[src/rtl/pipelined_adder.sv]
// rtl/pipelined_adder.sv - Pipelined add/subtract unit, one CHUNK-bit ripple slice per stage, valid/ready stream
module pipelined_adder #(
  parameter int WIDTH = 8,
  parameter int CHUNK = 4
) (
  input  logic             clk,
  input  logic             rst_n,
  input  logic             in_valid,
  output logic             in_ready,
  input  logic [WIDTH-1:0] a,
  input  logic [WIDTH-1:0] b,
  input  logic             carry_in,
  input  logic             sub,
  output logic             out_valid,
  input  logic             out_ready,
  output logic [WIDTH-1:0] result,
  output logic             carry_out,
  output logic             overflow,
  output logic             zero
);

  localparam int STAGES = WIDTH / CHUNK;

  // The whole pipe shifts together; a stalled output freezes every stage, bubbles included.
  logic enable;
  assign enable   = !out_valid || out_ready;
  assign in_ready = enable;

  for (genvar k = 0; k < STAGES; k++) begin : gStage
    localparam int REM = WIDTH - k * CHUNK;

    logic [REM-1:0]           srcA;
    logic [REM-1:0]           srcB;
    logic                     srcCarry;
    logic                     srcValid;
    logic [CHUNK:0]           part;
    logic [(k+1)*CHUNK-1:0]   newSum;
    logic                     vldR;
    logic [(k+1)*CHUNK-1:0]   sumR;

    if (k == 0) begin : gFirst
      assign srcA     = a;
      assign srcB     = sub ? ~b : b;
      assign srcCarry = carry_in ^ sub;
      assign srcValid = in_valid;
      assign newSum   = part[CHUNK-1:0];
    end else begin : gNext
      assign srcA     = gStage[k-1].gMid.remA;
      assign srcB     = gStage[k-1].gMid.remB;
      assign srcCarry = gStage[k-1].gMid.cyR;
      assign srcValid = gStage[k-1].vldR;
      assign newSum   = {part[CHUNK-1:0], gStage[k-1].sumR};
    end

    assign part = {1'b0, srcA[CHUNK-1:0]} + {1'b0, srcB[CHUNK-1:0]} + {{CHUNK{1'b0}}, srcCarry};

    always_ff @(posedge clk) begin
      if (!rst_n) begin
        vldR <= 1'b0;
        sumR <= '0;
      end else if (enable) begin
        vldR <= srcValid;
        sumR <= newSum;
      end
    end

    // Upper operand slices still to be summed ride along with their carry.
    if (k < STAGES - 1) begin : gMid
      logic                 cyR;
      logic [REM-CHUNK-1:0] remA;
      logic [REM-CHUNK-1:0] remB;

      always_ff @(posedge clk) begin
        if (!rst_n) begin
          cyR  <= 1'b0;
          remA <= '0;
          remB <= '0;
        end else if (enable) begin
          cyR  <= part[CHUNK];
          remA <= srcA[REM-1:CHUNK];
          remB <= srcB[REM-1:CHUNK];
        end
      end
    end else begin : gLast
      logic carryOutR;
      logic overflowR;
      logic zeroR;

      always_ff @(posedge clk) begin
        if (!rst_n) begin
          carryOutR <= 1'b0;
          overflowR <= 1'b0;
          zeroR     <= 1'b0;
        end else if (enable) begin
          carryOutR <= part[CHUNK];
          overflowR <= (srcA[CHUNK-1] == srcB[CHUNK-1]) && (part[CHUNK-1] != srcA[CHUNK-1]);
          zeroR     <= (newSum == '0);
        end
      end
    end
  end

  assign out_valid = gStage[STAGES-1].vldR;
  assign result    = gStage[STAGES-1].sumR;
  assign carry_out = gStage[STAGES-1].gLast.carryOutR;
  assign overflow  = gStage[STAGES-1].gLast.overflowR;
  assign zero      = gStage[STAGES-1].gLast.zeroR;

endmodule
[config.mk]
export PLATFORM = sky130hd
export DESIGN_NAME = pipelined_adder
export DESIGN_NICKNAME = d
export VERILOG_FILES = /design/src/rtl/pipelined_adder.sv
export SDC_FILE = /design/constraint.sdc
export NUM_CORES = 1
export LEC_CHECK = 0
export ABC_AREA = 1
export CORE_ASPECT_RATIO = 1.4
export CORE_MARGIN = 5
export CORE_UTILIZATION = 47
export DETAILED_ROUTE_END_ITERATION = 7
export GPL_ROUTABILITY_DRIVEN = 0
export GPL_TIMING_DRIVEN = 0
export PLACE_DENSITY = 0.86
export SYNTH_ARGS = -nofsm -noshare
export SYNTH_HDL_FRONTEND = slang
export SYNTH_SLANG_ARGS = --single-unit
[constraint.sdc]
create_clock -name clk -period 2.3 [get_ports clk]
set_input_delay 0.46 -clock clk [delete_from_list [all_inputs] [get_ports clk]]
set_output_delay 0.46 -clock clk [all_outputs]
set_load 0.05 [all_outputs]
### Word-level counts from Yosys, hierarchy flattened

Index checks and enable logic that the tools add are counted.

* add/subtract/negate cells: 4
* equality and inequality tests: 2
* muxes and demuxes: 1
* bitwise logic cells: 2
* reduce and logical (&&, ||, !) cells: 4

Operator list (count)
* $add 4x4->5: 2
* $add 5x1->5: 2
* $logic_not 8->1: 1
* $mux 8: 1
* $not 8->8: 1
* $eq 1x1->1: 1
* $logic_and 1x1->1: 1
* $logic_not 1->1: 1
* $logic_or 1x1->1: 1
* $ne 1x1->1: 1
* $xor 1x1->1: 1

* flip-flop bits (word level): 26

### Longest topological paths before layout

* depth in word-level cells: 4
* depth in mapped cells: 10
* mapped depth without buffers: 10

### Worst setup path after synthesis

No wires, ideal clock.

* path kind: input port to flip-flop
* from: in sub
* to: reg gStage[0].gMid.cyR
* library setup time: 0.117 ns
* arrival time: 2.002 ns
* path slack: 0.181 ns
* stages: 8
* buffers on the path: 1
* cells stage by stage: buf_2 > xor2_1 > fa_1 > fa_1 > a21oi_1 > nor2_1 > nor3_1 > nor2_1

* longest elaborated chain between the ends: 3
* elaborated cells between the ends (all ways): 4
* classes of those cells: add/sub (2); mux (1); bitwise (1)

RTL lines
* start: declaration: line 13 `input logic sub,`
* $mux 8: line 43 `assign srcB = sub ? ~b : b;`
* $add 4x4->5: line 55 `assign part = {1'b0, srcA[CHUNK-1:0]} + {1'b0, srcB[CHUNK-1:0]} + {{CHUNK{1'b0}}, srcCarry};`
* $add 5x1->5 (*): line 55
* end signal: assignment: line 79 `cyR <= part[CHUNK];`
* end: declaration: line 69 `logic cyR;`

Mark *: on every way between the ends. The rest lies on a longest branch, timed or not.
A chain may end at the register's enable or synchronous reset.

### Worst setup path after layout

* from: in out_ready
* to: out in_ready

* longest elaborated chain between the ends: 1

RTL lines
* start: declaration: line 15 `input logic out_ready,`
* $logic_or 1x1->1: line 26 `assign enable = !out_valid || out_ready;`
* end: declaration: line 9 `output logic in_ready,`

No other way between the ends.

==> out/qor.txt <==
RUN STATUS
------------------------------------------------------------------------------------
Result of the run                                                       finished, final reports clean

WORST SETUP PATH
------------------------------------------------------------------------------------
Startpoint kind of the worst setup timing path                            input port
CP Buf/Inv Count                                                                   4
Peak per-stage delay on the critical path                                     450 ps
R2R depth                                                                          7
Crit-path leading delay family                                          buffers and inverters
Critical-path cell list                                                 clkdlybuf4s50_1, nor2_4, inv_4, buf_6, clkdlybuf4s15_2
Slowest CP cell                                                         sky130_fd_sc_hd__clkdlybuf4s50_1
Stages on the worst setup path                                                     5
Worst Path Max Fanout                                                             10
Element type at the critical path end                                    output port
Setup CP Type                                                                 in2out
Worst path required time                                                     1840 ps
Arrival time of the worst setup path                                         1760 ps
Reg2Reg Launch Point                                                    gStage[0].gMid.cyR$_SDFFE_PN0P_
End of the worst register-to-register path                              zero$_SDFFE_PN0P_
Flop-to-flop setup slack                                                      540 ps

DIE
------------------------------------------------------------------------------------
Standard-cell row count                                                           22
Core footprint                                                            2640 sq um
Height of the die                                                            72.5 um
Effective utilization at floorplan                                             49.6%
Total die area                                                            3960 sq um
Top Ports                                                                         35
Floorplan die width                                                          54.6 um

CLOCKING
------------------------------------------------------------------------------------
CTS buffer count                                                                   3
Clock sink count                                                                  26
Max Root-Sink Buffers                                                              2
H-tree level count                                                                 1
CTS tree                                                                        done
Clock latency at the later pin of the worst-skew pair                         330 ps
Post-cts hold buffer count                                                         0
Clock transition at path regs                                                 130 ps
Number of setup buffers added after CTS                                            0
Root Buffer                                                             sky130_fd_sc_hd__clkbuf_4

FINAL LAYOUT
------------------------------------------------------------------------------------
Nets@finish                                                                      230
Number of antenna diodes                                                           0
Post-layout instance area                                                 1720 sq um
Relative area change from synthesis to final layout                            31.5%
Layout cell share with drive strength beyond 1                                 8.12%

POWER AND IR DROP
------------------------------------------------------------------------------------
Part of the total power dissipated in the clock network                        20.6%
Part of the power in registers                                                 46.7%
Standby leakage power                                                    0.000759 uW
Internal power summed over all cells                                          749 uW
Power dissipated by switching net loads                                       385 uW
Worst VDD drop                                                              0.427 mV
Part of the power in combinational logic                                       32.8%
Total power density per cell area                                        658 nW/um^2
Switching part of the total power                                              33.9%

STA
------------------------------------------------------------------------------------
Fin Hold WS                                                                   475 ps
Final worst-path cycle share                                                   96.5%
Post-route minimum period                                                    2220 ps
RSZ-0062 raised after global routing                                           false
Slew headroom                                                                  66.7%
Number of slew-limit violations in the final report                                0
Clock Skew                                                                   8.38 ps
Upper clock frequency limit                                                  450 MHz
Final Hold Vio Count                                                               0
Count of final setup violators                                                     0
Transition time of the tightest slew-check pin                                498 ps

ROUTE
------------------------------------------------------------------------------------
Drt first-iter violations                                                         38
Routed len/inst                                                              12.9 um
Via density per instance                                                        5.18
Detailed-route DRC error count                                                     0
DRT Wirelength                                                               3.01 mm
Detailed-router iteration count before antenna repair                              4
Number of vias after detailed routing                                           1208
Antenna Violating Nets Remaining                                                   0

SYNTHESIS
------------------------------------------------------------------------------------
Most area-hungry cell type in the Yosys netlist                         sky130_fd_sc_hd__dfxtp_1
Synthesized area                                                          1310 sq um
Main combinational cell family by area after synthesis                  compound AO/OA/AOI/OAI gates
Most used standard cell by instance count after synthesis               sky130_fd_sc_hd__dfxtp_1
Synthesized area divided by synthesized cell count                        8.20 sq um
Share of flip-flops with an asynchronous set or reset after synthesis             0%
Post-Synth Adder-Cell Area                                                     11.8%
Number of register bits inferred by synthesis                                     26
Number of library cell types mapped by synthesis                                  23
Number of enable-type register cells in the synthesized netlist                    0
Ys flop type                                                            sky130_fd_sc_hd__dfxtp_1
Synthesized-area fraction occupied by and/or/nand/nor cells                    15.6%
Gate Count Post-Synth                                                            160
Top cells by count, synth                                               26 x sky130_fd_sc_hd__dfxtp_1, 20 x sky130_fd_sc_hd__nor2_1, 18 x sky130_fd_sc_hd__a21oi_1
Post-synthesis mux area share                                                     0%
Area fraction of the dominant cell type after synthesis                        39.7%
Parity-gate share of the synthesized area counting xor and xnor cells          6.68%
Total number of yosys warnings                                                     0
Top cells by area in the synthesized netlist                            sky130_fd_sc_hd__dfxtp_1 40%, sky130_fd_sc_hd__a21oi_1 6.9%, sky130_fd_sc_hd__fa_1 6.1%, sky130_fd_sc_hd__ha_1 5.7%, sky130_fd_sc_hd__nor2_1 5.7%
Sequential fraction of the synthesis area                                      39.7%
Syn Nets                                                                         192
Complex-gate fraction of the synthesized area                                  16.9%

GLOBAL ROUTE
------------------------------------------------------------------------------------
Global-route met3 utilization                                                  2.05%
Total routing usage reported by global routing                                 17.7%
Initial antenna violation count                                                    0
Via count of the first global-routing pass                                      1176
Global-route wire length before repair                                       5.20 mm
Busiest metal layer after global routing                                        met2
Maximum number of pins on one net before global-route repair                      15
Met1 Use GR                                                                    22.3%
Met2 usage                                                                     28.8%
Overall overflow remaining after global route                                      0

MIN PATH
------------------------------------------------------------------------------------
Min-delay worst type                                                         reg2reg
Launch point of the worst hold path                                     gStage[0].vldR$_SDFFE_PN0P_
Hold endpoint                                                           out_valid$_SDFFE_PN0P_
Number of cells on the worst hold path                                             2

PLACEMENT
------------------------------------------------------------------------------------
Total of buffers placed on input and output ports                                 33
Total placed instance area                                                1690 sq um
Detailed Place HPWL                                                          2.36 mm

JOB
------------------------------------------------------------------------------------
Max-cap violation count                                                            0

layout by cell type, fill, tap and decap left out, drive strengths merged, types with 4 or more instances in the layout:
cell	netlist	final
clkdlybuf4s50	0	32
dfxtp	26	26
o21ai	23	23
nor2	21	21
a21oi	19	19
inv	17	17
nand2	16	16
nand3	7	7
buf	7	7
ha	6	6
xor2	5	5
xnor2	5	5
fa	4	4
clkbuf	0	4
tightest hold or removal path: stages, from the launching register on:
cell and delay, ps:
sky130_fd_sc_hd__dfxtp_1 320, sky130_fd_sc_hd__inv_1 60, sky130_fd_sc_hd__a21oi_1 60
per-stage QoR:
step | cells | total power, uW | setup TNS, ps | worst slack [ps] | utilization, %
finish | 233 | 1130 | 0 | 80.1 | 65.2
global route | 233 | 1200 | 0 | 31.9 | 65.2
CTS | 233 | 1130 | 0 | 79.6 | 65.2
detailed placement | 229 | 910 | -413 | -283 | 63.8
global placement | 229 | 893 | -364 | -273 | 63.8
floorplan | 160 | 780 | 0 | 181 | -
layout make-up:
class / count / area, sq um
multi-input cells: 110 / 668
well taps: 36 / 45.0
fillers: 230 / 918
inverters: 17 / 66.3
repair buffers: 33 / 332
plain buffers: 7 / 56.3
flip-flops and latches: 26 / 520
clock buffers: 4 / 36.3
layer usage:
layer	vias up	part of all wire (%)
li1	596	-
met1	564	41
met2	44	51
met3	4	5.8
met4	0	2.0
met5	-	0
power by group through the flow:
stage | registers (uW) | clock network (uW) | logic [uW]
floorplan | 615 | 0 | 165
global placement | 536 | 0 | 357
detailed placement | 540 | 0 | 371
CTS | 529 | 233 | 373
global route | 536 | 255 | 406
finish | 529 | 233 | 371
worst max-delay path by stage:
stage | startpoint | end
2_1_floorplan | sub | gStage[0].gMid.cyR$_SDFFE_PN0P_
3_3_place_gp | out_ready | in_ready
3_5_place_dp | out_ready | in_ready
4_1_cts | out_ready | in_ready
5_1_grt | out_ready | in_ready
6_report | out_ready | in_ready
logic make-up after synthesis:
family,after synthesis
AOI/OAI and AO/OA,43
DFF,26
adders and majority gates,10
xor gates and xnor gates,10
buffers and inverters,24
and+or+nand+nor,47
registers in the layout (all words and copies together) (netlist names):
signal,count
carry_out,1
gStage.gMid.cyR,1
gStage.gMid.remA,4
gStage.gMid.remB,4
gStage.sumR,4
gStage.vldR,1
out_valid,1
overflow,1
result,8
zero,1
what timing repair did:
item	in CTS	in global routing
setup endpoints to repair	1	0
gates resized for setup	3	0
endpoints found under the hold margin	0	0
Power figures use the tool's default switching activity.
